File: src/rtl/i2s_source_mux_pkg.sv
// Shared definitions for the frame-atomic I2S source multiplexer.
package i2s_source_mux_pkg;

  localparam int DATA_WIDTH_DEF = 32;
  localparam int SYNC_CNT_W     = 8;

  typedef enum logic {
    PHASE_LEFT  = 1'b0,
    PHASE_RIGHT = 1'b1
  } phase_e;

  function automatic logic [SYNC_CNT_W-1:0] sat_inc(input logic [SYNC_CNT_W-1:0] v);
    if (v == {SYNC_CNT_W{1'b1}}) begin
      return v;
    end else begin
      return v + {{(SYNC_CNT_W-1){1'b0}}, 1'b1};
    end
  endfunction

endpackage

File: src/rtl/i2s_source_mux_if.sv
// Source-side and transmitter-side AXI-stream bundle of the source multiplexer.
interface i2s_source_mux_if
  import i2s_source_mux_pkg::*;
#(
  parameter int DATA_WIDTH = DATA_WIDTH_DEF,
  parameter int NUM_SRC    = 4
);
  logic [NUM_SRC-1:0]            s_tvalid;
  logic [NUM_SRC*DATA_WIDTH-1:0] s_tdata;
  logic [NUM_SRC-1:0]            s_tlast;
  logic [NUM_SRC-1:0]            s_tready;
  logic                          M_AXIS_TVALID;
  logic [DATA_WIDTH-1:0]         M_AXIS_TDATA;
  logic                          M_AXIS_TLAST;
  logic                          M_AXIS_TREADY;

  modport master (
    output s_tvalid, s_tdata, s_tlast, M_AXIS_TREADY,
    input  s_tready, M_AXIS_TVALID, M_AXIS_TDATA, M_AXIS_TLAST
  );

  modport slave (
    input  s_tvalid, s_tdata, s_tlast, M_AXIS_TREADY,
    output s_tready, M_AXIS_TVALID, M_AXIS_TDATA, M_AXIS_TLAST
  );
endinterface

File: src/rtl/i2s_source_mux_frame_slot.sv
// Output register, L/R phase tracker and phase-mismatch drop counter.
module i2s_frame_slot
  import i2s_source_mux_pkg::*;
#(
  parameter int DATA_WIDTH = DATA_WIDTH_DEF
) (
  input  logic                  clk,
  input  logic                  rst_n,
  input  logic                  acc,
  input  logic [DATA_WIDTH-1:0] acc_data,
  input  logic                  acc_last,
  input  logic                  m_tready,
  output logic                  slot_free,
  output phase_e                phase,
  output logic                  m_tvalid,
  output logic [DATA_WIDTH-1:0] m_tdata,
  output logic                  m_tlast,
  output logic [SYNC_CNT_W-1:0] sync_err_cnt
);

  phase_e                phase_q, phase_d;
  logic                  tvalid_q, tvalid_d;
  logic [DATA_WIDTH-1:0] tdata_q, tdata_d;
  logic                  tlast_q, tlast_d;
  logic [SYNC_CNT_W-1:0] cnt_q, cnt_d;
  logic                  load_s;

  assign slot_free = !tvalid_q || m_tready;

  // A word whose channel flag disagrees with the phase is swallowed so L/R never swap.
  always_comb begin
    load_s   = acc && (phase_e'(acc_last) == phase_q);
    phase_d  = phase_q;
    tvalid_d = tvalid_q;
    tdata_d  = tdata_q;
    tlast_d  = tlast_q;
    cnt_d    = cnt_q;
    if (load_s) begin
      tvalid_d = 1'b1;
      tdata_d  = acc_data;
      tlast_d  = acc_last;
      phase_d  = (phase_q == PHASE_LEFT) ? PHASE_RIGHT : PHASE_LEFT;
    end else if (tvalid_q && m_tready) begin
      tvalid_d = 1'b0;
    end else begin
      tvalid_d = tvalid_q;
    end
    if (acc && !load_s) begin
      cnt_d = sat_inc(cnt_q);
    end else begin
      cnt_d = cnt_q;
    end
  end

  always_ff @(posedge clk or negedge rst_n) begin
    if (!rst_n) begin
      phase_q  <= PHASE_LEFT;
      tvalid_q <= 1'b0;
      tdata_q  <= {DATA_WIDTH{1'b0}};
      tlast_q  <= 1'b0;
      cnt_q    <= {SYNC_CNT_W{1'b0}};
    end else begin
      phase_q  <= phase_d;
      tvalid_q <= tvalid_d;
      tdata_q  <= tdata_d;
      tlast_q  <= tlast_d;
      cnt_q    <= cnt_d;
    end
  end

  assign phase        = phase_q;
  assign m_tvalid     = tvalid_q;
  assign m_tdata      = tdata_q;
  assign m_tlast      = tlast_q;
  assign sync_err_cnt = cnt_q;

endmodule

File: src/rtl/i2s_source_mux.sv
// Frame-atomic arbiter feeding one i2s_transmit stream from NUM_SRC stereo sources;
// source switches and mute changes take effect only at left-word boundaries.
module i2s_source_mux
  import i2s_source_mux_pkg::*;
#(
  parameter int DATA_WIDTH = DATA_WIDTH_DEF,
  parameter int NUM_SRC    = 4,
  parameter int SEL_W      = $clog2(NUM_SRC),
  parameter bit DRAIN_IDLE = 1'b1
) (
  input  logic                  S_AXIS_ACLK,
  input  logic                  S_AXIS_ARESETN,
  i2s_source_mux_if.slave       bus,
  input  logic                  sel_wr,
  input  logic [SEL_W-1:0]      sel_req,
  input  logic                  mute,
  output logic [SEL_W-1:0]      active_sel,
  output logic                  sel_pending,
  output logic                  sel_err,
  output logic [SYNC_CNT_W-1:0] sync_err_cnt
);

  logic                  run_q;
  logic [SEL_W-1:0]      active_sel_q, active_sel_d;
  logic [SEL_W-1:0]      pend_sel_q, pend_sel_d;
  logic                  pending_q, pending_d;
  logic                  sel_err_q, sel_err_d;
  logic                  muted_frame_q, muted_frame_d;

  logic                  slot_free_s;
  phase_e                phase_s;
  logic                  boundary_s, apply_s, mute_eff_s;
  logic                  act_ready_s, zero_ready_s;
  logic                  acc_s, acc_last_s;
  logic [DATA_WIDTH-1:0] acc_data_s;
  logic [NUM_SRC-1:0]    tready_s;

  // Mute is taken live at the left boundary, then frozen for the rest of the frame.
  always_comb begin
    boundary_s   = (phase_s == PHASE_LEFT) && slot_free_s;
    apply_s      = boundary_s && pending_q;
    mute_eff_s   = (phase_s == PHASE_LEFT) ? mute : muted_frame_q;
    act_ready_s  = run_q && slot_free_s && !mute_eff_s && !apply_s;
    zero_ready_s = run_q && slot_free_s && mute_eff_s && !apply_s;
    tready_s     = {NUM_SRC{1'b0}};
    acc_s        = 1'b0;
    acc_data_s   = {DATA_WIDTH{1'b0}};
    acc_last_s   = 1'b0;
    for (int i = 0; i < NUM_SRC; i++) begin
      if (active_sel_q == SEL_W'(i)) begin
        tready_s[i] = act_ready_s;
        if (!zero_ready_s) begin
          acc_s      = act_ready_s && bus.s_tvalid[i];
          acc_data_s = bus.s_tdata[i*DATA_WIDTH +: DATA_WIDTH];
          acc_last_s = bus.s_tlast[i];
        end else begin
          acc_s      = 1'b1;
          acc_data_s = {DATA_WIDTH{1'b0}};
          acc_last_s = phase_s;
        end
      end else begin
        tready_s[i] = DRAIN_IDLE && run_q;
      end
    end
  end

  // A write landing on an applying boundary becomes the next pending request.
  always_comb begin
    active_sel_d  = active_sel_q;
    pend_sel_d    = pend_sel_q;
    pending_d     = pending_q;
    sel_err_d     = sel_err_q;
    muted_frame_d = muted_frame_q;
    if (apply_s) begin
      active_sel_d = pend_sel_q;
      pending_d    = 1'b0;
    end else begin
      active_sel_d = active_sel_q;
    end
    if (sel_wr) begin
      if (int'(sel_req) >= NUM_SRC) begin
        sel_err_d = 1'b1;
      end else begin
        sel_err_d = 1'b0;
        if (pending_d || (sel_req != active_sel_d)) begin
          pend_sel_d = sel_req;
          pending_d  = 1'b1;
        end else begin
          pend_sel_d = pend_sel_q;
        end
      end
    end else begin
      sel_err_d = sel_err_q;
    end
    if (acc_s && (phase_s == PHASE_LEFT) && !acc_last_s) begin
      muted_frame_d = mute_eff_s;
    end else begin
      muted_frame_d = muted_frame_q;
    end
  end

  always_ff @(posedge S_AXIS_ACLK or negedge S_AXIS_ARESETN) begin
    if (!S_AXIS_ARESETN) begin
      run_q         <= 1'b0;
      active_sel_q  <= {SEL_W{1'b0}};
      pend_sel_q    <= {SEL_W{1'b0}};
      pending_q     <= 1'b0;
      sel_err_q     <= 1'b0;
      muted_frame_q <= 1'b0;
    end else begin
      run_q         <= 1'b1;
      active_sel_q  <= active_sel_d;
      pend_sel_q    <= pend_sel_d;
      pending_q     <= pending_d;
      sel_err_q     <= sel_err_d;
      muted_frame_q <= muted_frame_d;
    end
  end

  i2s_frame_slot #(.DATA_WIDTH(DATA_WIDTH)) u_slot (
    .clk          (S_AXIS_ACLK),
    .rst_n        (S_AXIS_ARESETN),
    .acc          (acc_s),
    .acc_data     (acc_data_s),
    .acc_last     (acc_last_s),
    .m_tready     (bus.M_AXIS_TREADY),
    .slot_free    (slot_free_s),
    .phase        (phase_s),
    .m_tvalid     (bus.M_AXIS_TVALID),
    .m_tdata      (bus.M_AXIS_TDATA),
    .m_tlast      (bus.M_AXIS_TLAST),
    .sync_err_cnt (sync_err_cnt)
  );

  assign bus.s_tready = tready_s;
  assign active_sel   = active_sel_q;
  assign sel_pending  = pending_q;
  assign sel_err      = sel_err_q;

endmodule
File: src/flat_wrapper.sv
// flat-port wrapper written by rule: the top's interface ports become plain ports
module i2s_source_mux_flat import i2s_source_mux_pkg::*;
#(
  parameter int DATA_WIDTH = DATA_WIDTH_DEF,
  parameter int NUM_SRC    = 4,
  parameter int SEL_W      = $clog2(NUM_SRC),
  parameter bit DRAIN_IDLE = 1'b1
)
  (S_AXIS_ACLK, S_AXIS_ARESETN, sel_wr, sel_req, mute, active_sel, sel_pending, sel_err, sync_err_cnt, bus_s_tvalid, bus_s_tdata, bus_s_tlast, bus_M_AXIS_TREADY, bus_s_tready, bus_M_AXIS_TVALID, bus_M_AXIS_TDATA, bus_M_AXIS_TLAST);
  i2s_source_mux_if #(.DATA_WIDTH(DATA_WIDTH), .NUM_SRC(NUM_SRC)) bus_i ();
  input  logic S_AXIS_ACLK;
  input  logic S_AXIS_ARESETN;
  input  logic sel_wr;
  input  logic [SEL_W-1:0] sel_req;
  input  logic mute;
  output logic [SEL_W-1:0] active_sel;
  output logic sel_pending;
  output logic sel_err;
  output logic [SYNC_CNT_W-1:0] sync_err_cnt;
  input wire logic [$bits(bus_i.s_tvalid)-1:0] bus_s_tvalid;
  input wire logic [$bits(bus_i.s_tdata)-1:0] bus_s_tdata;
  input wire logic [$bits(bus_i.s_tlast)-1:0] bus_s_tlast;
  input wire logic [$bits(bus_i.M_AXIS_TREADY)-1:0] bus_M_AXIS_TREADY;
  output wire logic [$bits(bus_i.s_tready)-1:0] bus_s_tready;
  output wire logic [$bits(bus_i.M_AXIS_TVALID)-1:0] bus_M_AXIS_TVALID;
  output wire logic [$bits(bus_i.M_AXIS_TDATA)-1:0] bus_M_AXIS_TDATA;
  output wire logic [$bits(bus_i.M_AXIS_TLAST)-1:0] bus_M_AXIS_TLAST;
  assign bus_i.s_tvalid = bus_s_tvalid;
  assign bus_i.s_tdata = bus_s_tdata;
  assign bus_i.s_tlast = bus_s_tlast;
  assign bus_i.M_AXIS_TREADY = bus_M_AXIS_TREADY;
  assign bus_s_tready = bus_i.s_tready;
  assign bus_M_AXIS_TVALID = bus_i.M_AXIS_TVALID;
  assign bus_M_AXIS_TDATA = bus_i.M_AXIS_TDATA;
  assign bus_M_AXIS_TLAST = bus_i.M_AXIS_TLAST;
  i2s_source_mux #(.DATA_WIDTH(DATA_WIDTH), .NUM_SRC(NUM_SRC), .SEL_W(SEL_W), .DRAIN_IDLE(DRAIN_IDLE)) u_core (.S_AXIS_ACLK(S_AXIS_ACLK), .S_AXIS_ARESETN(S_AXIS_ARESETN), .bus(bus_i), .sel_wr(sel_wr), .sel_req(sel_req), .mute(mute), .active_sel(active_sel), .sel_pending(sel_pending), .sel_err(sel_err), .sync_err_cnt(sync_err_cnt));
endmodule
File: config.mk
export PLATFORM = sky130hd
export DESIGN_NAME = i2s_source_mux_flat
export DESIGN_NICKNAME = d
export VERILOG_FILES = /design/src/rtl/i2s_source_mux_pkg.sv /design/src/rtl/i2s_source_mux_if.sv /design/src/rtl/i2s_source_mux_frame_slot.sv /design/src/rtl/i2s_source_mux.sv /design/src/flat_wrapper.sv
export SDC_FILE = /design/constraint.sdc
export NUM_CORES = 1
export LEC_CHECK = 0
export CAP_MARGIN = 20
export CORE_MARGIN = 3
export CORE_UTILIZATION = 39
export CTS_CLUSTER_SIZE = 28
export DETAILED_ROUTE_END_ITERATION = 8
export GPL_TIMING_DRIVEN = 0
export PLACE_DENSITY_LB_ADDON = 0.05
export SYNTH_ARGS = -nofsm -noshare
export SYNTH_HDL_FRONTEND = slang
export SYNTH_SLANG_ARGS = --single-unit
File: constraint.sdc
create_clock -name S_AXIS_ACLK -period 2.8 [get_ports S_AXIS_ACLK]
set_clock_uncertainty 0.15 [all_clocks]
set_input_delay 0.28 -clock S_AXIS_ACLK [delete_from_list [all_inputs] [get_ports S_AXIS_ACLK]]
set_output_delay 0.28 -clock S_AXIS_ACLK [all_outputs]
set_load 0.01 [all_outputs]
==> results of run 1 <==
## worst max-delay path: cells and delay by family, from the launching register on
family,cells,cell delay [ns]
buffers and inverters,3,1.06
flip-flops,1,0.49
AO/OA/AOI/OAI,1,0.39
## cells by family after synthesis
| family | share of synthesized area |
|---|---|
| flip-flops | 0.373 |
| other | 0.00224 |
| XOR/XNOR | 0.0232 |
| AND/OR/NAND/NOR | 0.124 |
| adder cells (fa/ha/maj) | 0.00373 |
| buffers and inverters | 0.0403 |
| AO/OA/AOI/OAI | 0.0612 |
| multiplexers | 0.372 |
## cell type report
cell class,count,area (µm²),share of cell area
multi-input cells,189,1970,0.357
repair buffers,193,1940,0.351
flip-flops and latches,50,1250,0.227
well taps,105,131,0.0238
plain buffers,17,110,0.0200
clock buffers,6,82.6,0.0150
inverters,5,18.8,0.00341
clock inverters,2,12.5,0.00227
## final timing paths
| check | endpoint | slack [ns] | depth (start not counted) |
|---|---|---|---|
| max in group asynchronous | u_core.active_sel[1]$_DFF_PN0_ | 1.68 | 3 |
| worst min register to register | u_core.u_slot.m_tdata[5]$_DFFE_PN0P_ | 0.35 | 1 |
| worst min-delay path | u_core.u_slot.m_tdata[9]$_DFFE_PN0P_ | 0.29 | 2 |
| worst max register to register | u_core.u_slot.m_tdata[30]$_DFFE_PN0P_ | 0.31 | 7 |
| min in group S_AXIS_ACLK | u_core.u_slot.m_tdata[5]$_DFFE_PN0P_ | 0.35 | 1 |
| worst max-delay path | bus_s_tready[0] | 0.13 | 4 |
## power by group
group	total [mW]	internal [mW]	switching (mW)
Clock	0.450	0.199	0.251
Combinational	3.24	1.90	1.34
Sequential	1.28	1.06	0.225
Total	4.98	3.16	1.82
## flip-flops by register name (all words and copies together), names as in the netlist
signal,count
u_core.u_slot.m_tlast,1
u_core.u_slot.sync_err_cnt,8
u_core.u_slot.m_tvalid,1
u_core.muted_frame_q,1
u_core.sel_pending,1
u_core.run_q,1
u_core.u_slot.phase,1
u_core.u_slot.m_tdata,32
u_core.pend_sel_q,2
u_core.active_sel,2
## cells in the mapped netlist, types with 3 or more instances
| cell type | count |
|---|---|
| a21oi_1 | 5 |
| inv_1 | 5 |
| mux2_2 | 37 |
| o31ai_1 | 3 |
| dfrtp_1 | 50 |
| nand2b_1 | 4 |
| buf_6 | 4 |
| nand4_1 | 6 |
| mux2i_1 | 4 |
| nor2_1 | 7 |
| buf_2 | 6 |
| and2_1 | 32 |
| mux4_2 | 34 |
| nor3_1 | 3 |
| xnor2_1 | 6 |
| o21ai_0 | 6 |
| nand2_1 | 7 |
| clkbuf_1 | 9 |
| and3_1 | 4 |
## timing repair
action                                 4_1_cts  5_1_grt
gates resized for setup                      1        3
hold buffers                                 1        0
setup endpoints to repair                    3        4
endpoints found under the hold margin       15        0
## per-stage QoR
step	hold slack (ns)	setup TNS [ns]	utilization	total power, mW
floorplan	-0.166	0	-	3.28
global placement	0.320	-13.77	0.650	4.52
detailed placement	0.0792	0	0.652	4.58
CTS	0.284	0	0.664	5.03
global route	0.295	0	0.664	5.34
finish	0.289	0	0.664	4.98
## metal layers
metal  vias to the layer above  GRT usage
met3                        10     0.0361
met4                         0     0.0546
met5                         -          0
met2                       121      0.386
met1                      1456      0.264
li1                       1397          -
==> results.yml, run 1 <==
outcome:
  outcome: "finished clean"
route:
  wl_met3_um: 655
  met1Wirelength_mm: 4.07
  wl_per_cell_um: 18.1
  highest_layer: "met4"
  route.antenna.remaining_nets: 0
  vias_per_cell: 5.26
  vias: 2984
  drtIter0Drc: 123
  first_pass_iters: 4
  wl_mm: 10.3
  wl_met2_mm: 5.44
  remaining_drc_errors: 0
placed_design:
  dp_hpwl_mm: 8.38
  io_buffers: 191
  place_area_mm2: 0.00541
  gp_congestion: 0.880
  dpl_worst_slack_ns: 0.0651
  placedCellCount: 561
cells_and_area:
  fin_nets: 605
  post-route-cell-area_mm2: 0.00551
  final_cell_count_no_fill: 567
  antenna_cells: 0
  area_delta_synth_final_pct: 64.5
  final_common_cell: "clkdlybuf4s50_1"
  drive_above_1_share: 0.214
  nFillCells: 659
  layout_common_cells: "clkdlybuf4s50_1, dfrtp_1, mux2_2"
critical_path:
  worstPathArrival_ns: 2.24
  path_class: "flop to primary output"
  endpoint_kind: "primary output"
  critPathLaunchType: "flop"
  required_ns: 2.37
  slowest_stage: "clkdlybuf4s50_1"
  critical_path.cell_chain: "clkbuf_4 -> clkbuf_4 -> o41ai_1 -> clkdlybuf4s50_1"
  reg2reg_from: "u_core.active_sel[0]$_DFF_PN0_"
  cpMostUsedCell: "clkbuf_4"
  startpoint: "u_core.active_sel[1]$_DFF_PN0_"
  crit_path_max_fanout: 10
  slowest_delay_ns: 0.60
floorplanning:
  die_height_um: 98.7
  core_area_mm2: 0.00830
  rows: 33
  die_w_um: 98.7
  dieArea_mm2: 0.00974
  ioPinCount: 193
  start_util: 0.404
yosys:
  yosysTopAreaCell: "dfrtp_1"
  synthTopCellsByArea: "dfrtp_1, mux4_2, mux2_2"
  synth_warnings: 0
  async_reset_ff_frac: 1.00
  synth_top_area_share: 0.373
  ys.flop_type: "dfrtp_1"
  synth_seq_cells: 50
  avgSynthCellArea_um2: 12.7
  synth_edf_count: 0
  ys_types: 42
  synth_nets: 408
  syn_area_mm2: 0.00335
  syn_inst: 264
  ys_seq_area_frac: 0.373
clocking:
  htree_num_levels: 2
  cts_root_buf: "clkbuf_8"
  cts_buffer_depth: 2
  cts_setup_buffers: 0
  clkLatencyLatePin_ns: 0.30
  clk_pin_slew_worst_paths_ns: 0.09
  clock-sinks: 50
  tritoncts: "yes"
  cts_buffers: 5
sta:
  final_hold_viol_count: 0
  tightest_slew_ns: 0.673
  maxSlewHeadroom: 0.551
  layout_setup_ws_ns: 0.135
  rsz0062_at_grt: "no"
  min_period_over_period: 0.952
  setup_viol: 0
  finalMaxSlewViolations: 0
  fin_crit_ns: 2.67
  max_freq_ghz: 0.375
grt:
  grt_pass1_vias: 3155
  grt_pass1_wl_mm: 16.4
  grt_start_max_net_pins: 36
  antenna_found_initial: 0
  track_usage: 0.213
  grt_overflow: 0
flow_run:
  drv_cap: 0
pwr:
  vdd_drop_max_mv: 0.447
  p_leak_nw: 2.14
  power_density_mw_per_mm2: 903
worst_hold_path:
  hold_path_class: "input port to asynchronous set/reset pin"
No activity file was read; power rests on OpenSTA's default activity.
==> run 2, diff against run 1 <==
==> constraint.sdc (replaced) <==
create_clock -name S_AXIS_ACLK -period 3.01 [get_ports S_AXIS_ACLK]
set_clock_uncertainty 0.15 [all_clocks]
set_input_delay 0.301 -clock S_AXIS_ACLK [delete_from_list [all_inputs] [get_ports S_AXIS_ACLK]]
set_output_delay 0.301 -clock S_AXIS_ACLK [all_outputs]
set_load 0.01 [all_outputs]
==> run 2 against run 1 <==
Effect of this change: die area unchanged; count of clock-buffer cells in the layout unchanged; utilization down 0.060 points; sequential cell count unchanged; worst setup slack better by 0.050 ns; global-route usage rose by 0.12 points; critical path depth is 1 higher; largest cell class unchanged; sequential share of layout area is essentially flat; largest power group unchanged; design area barely moved.
==> results.yml, run 2 (synthesized netlist as in run 1, its figures left out) <==
outcome:
  outcome: "finished clean"
pwr:
  p_leak_nw: 2.14
  power_density_mw_per_mm2: 839
  vdd_drop_max_mv: 0.415
  power_mw: 4.62
route:
  remaining_drc_errors: 0
  vias_per_cell: 5.24
  vias: 2979
  first_pass_iters: 4
  wl_per_cell_um: 18.1
  wl_mm: 10.3
  route.antenna.remaining_nets: 0
  drtIter0Drc: 110
cells_and_area:
  final_common_cell: "clkdlybuf4s50_1"
  fin_util: 0.664
  area_delta_synth_final_pct: 64.3
  largest_reg_flops: 32
  fin_nets: 606
  antenna_cells: 0
  drive_above_1_share: 0.210
  post-route-cell-area_mm2: 0.00551
  layout_common_cells: "clkdlybuf4s50_1, dfrtp_1, mux2_2"
critical_path:
  reg2reg_to: "u_core.u_slot.m_tdata[30]$_DFFE_PN0P_"
  critPathLaunchType: "flop"
  critPathTopFamily: "buffers and inverters"
  worstSetupPathDepth: 5
  worstPathArrival_ns: 2.37
  regToRegSetupSlack_ns: 0.52
  endpoint_kind: "primary output"
  reg2reg_from: "u_core.active_sel[0]$_DFF_PN0_"
  worstRegToRegCells: 7
  path_class: "flop to primary output"
  crit_path_max_fanout: 10
  cpMostUsedCell: "buf_2"
  slowest_stage: "clkdlybuf4s50_1"
  slowest_delay_ns: 0.59
  required_ns: 2.56
  critical_path.cell_chain: "buf_2 -> buf_2 -> nand2_1 -> o31ai_1 -> clkdlybuf4s50_1"
  cp.buffers_inverters: 3
placed_design:
  io_buffers: 191
  place_area_mm2: 0.00541
  dp_hpwl_mm: 8.38
  gp_congestion: 0.880
grt:
  grt_start_max_net_pins: 36
  grt_pass1_vias: 3142
  grt_pass1_wl_mm: 16.5
  track_usage: 0.214
  grt_overflow: 0
  antenna_found_initial: 0
clocking:
  cts_buffers: 5
  cts_buffer_depth: 2
  clkLatencyLatePin_ns: 0.30
  clock-sinks: 50
  htree_num_levels: 2
  cts_root_buf: "clkbuf_8"
  ctsResizeCount: 0
  clk_pin_slew_worst_paths_ns: 0.09
  tritoncts: "yes"
floorplanning:
  rows: 33
  core_area_mm2: 0.00830
  dieArea_mm2: 0.00974
  die_height_um: 98.7
  start_util: 0.404
  die_w_um: 98.7
  ioPinCount: 193
sta:
  min_period_over_period: 0.939
  tightest_slew_ns: 0.684
  finalSetupTns_ns: 0
  max_freq_ghz: 0.354
  maxSlewHeadroom: 0.544
  rsz0062_at_grt: "no"
  finalMaxSlewViolations: 0
  setup_viol: 0
  fin_crit_ns: 2.83
  final_hold_viol_count: 0
worst_hold_path:
  hold_path_class: "input port to asynchronous set/reset pin"
flow_run:
  drv_cap: 0
-- run 2: cell count changes in the layout (fill, tap and decap cells not counted) --
cell      change
buf_2         +2
clkbuf_4      -2
clkbuf_1      +1
dfrtp_1       +1
dfrtp_2       -1
nand2b_1      +1
nand2b_2      -1
-- run 2: timing repair --
action	CTS	global route
buffers inserted	0	0
endpoints found under the hold margin	15	0
hold buffers	1	0
setup endpoints to repair	0	3
-- run 2: worst max path at each step --
| stage | from | endpoint |
|---|---|---|
| final | u_core.active_sel[1]$_DFF_PN0_ | bus_s_tready[3] |
| after global routing | u_core.active_sel[1]$_DFF_PN0_ | bus_s_tready[3] |
| after CTS | u_core.active_sel[1]$_DFF_PN0_ | bus_s_tready[3] |
| after detailed placement | bus_M_AXIS_TREADY | bus_s_tready[1] |
| after global placement | S_AXIS_ARESETN | u_core.u_slot.sync_err_cnt[0]$_DFFE_PN0P_ |
| after floorplan | u_core.active_sel[0]$_DFF_PN0_ | u_core.u_slot.m_tdata[10]$_DFFE_PN0P_ |
-- run 2: per-stage QoR --
| stage | hold slack, ns | instances | setup WS [ns] |
|---|---|---|---|
| 2_1_floorplan | -0.145 | 264 | 0.737 |
| 5_1_grt | 0.316 | 568 | 0.0193 |
| 3_3_place_gp | 0.320 | 560 | -0.0910 |
| 6_report | 0.298 | 568 | 0.185 |
| 4_1_cts | 0.305 | 570 | 0.0176 |
| 3_5_place_dp | 0.100 | 561 | 0.233 |
-- run 2: per-layer routing --
| layer | vias to the layer above | track usage | share of wire | routed length (µm) |
|---|---|---|---|---|
| li1 | 1398 | - | - | - |
| met1 | 1449 | 0.267 | 0.40 | 4090 |
| met2 | 122 | 0.388 | 0.53 | 5440 |
| met3 | 10 | 0.0361 | 0.063 | 650 |
| met4 | 0 | 0.0525 | 0.011 | 114 |
| met5 | - | 0 | 0 | 0 |
-- run 2: final cells by class --
class	count	area [µm²]
plain buffers	18	109
clock buffers	6	82.6
clock inverters	2	12.5
fillers	661	2790
inverters	5	18.8
multi-input cells	189	1960
flip-flops and latches	50	1250
well taps	105	131
repair buffers	193	1940
-- run 2: report_power, final --
part	internal [mW]	leakage [nW]	switching, mW
combinational	1.76	1.49	1.25
clock	0.185	0.0472	0.229
sequential	0.983	0.611	0.208
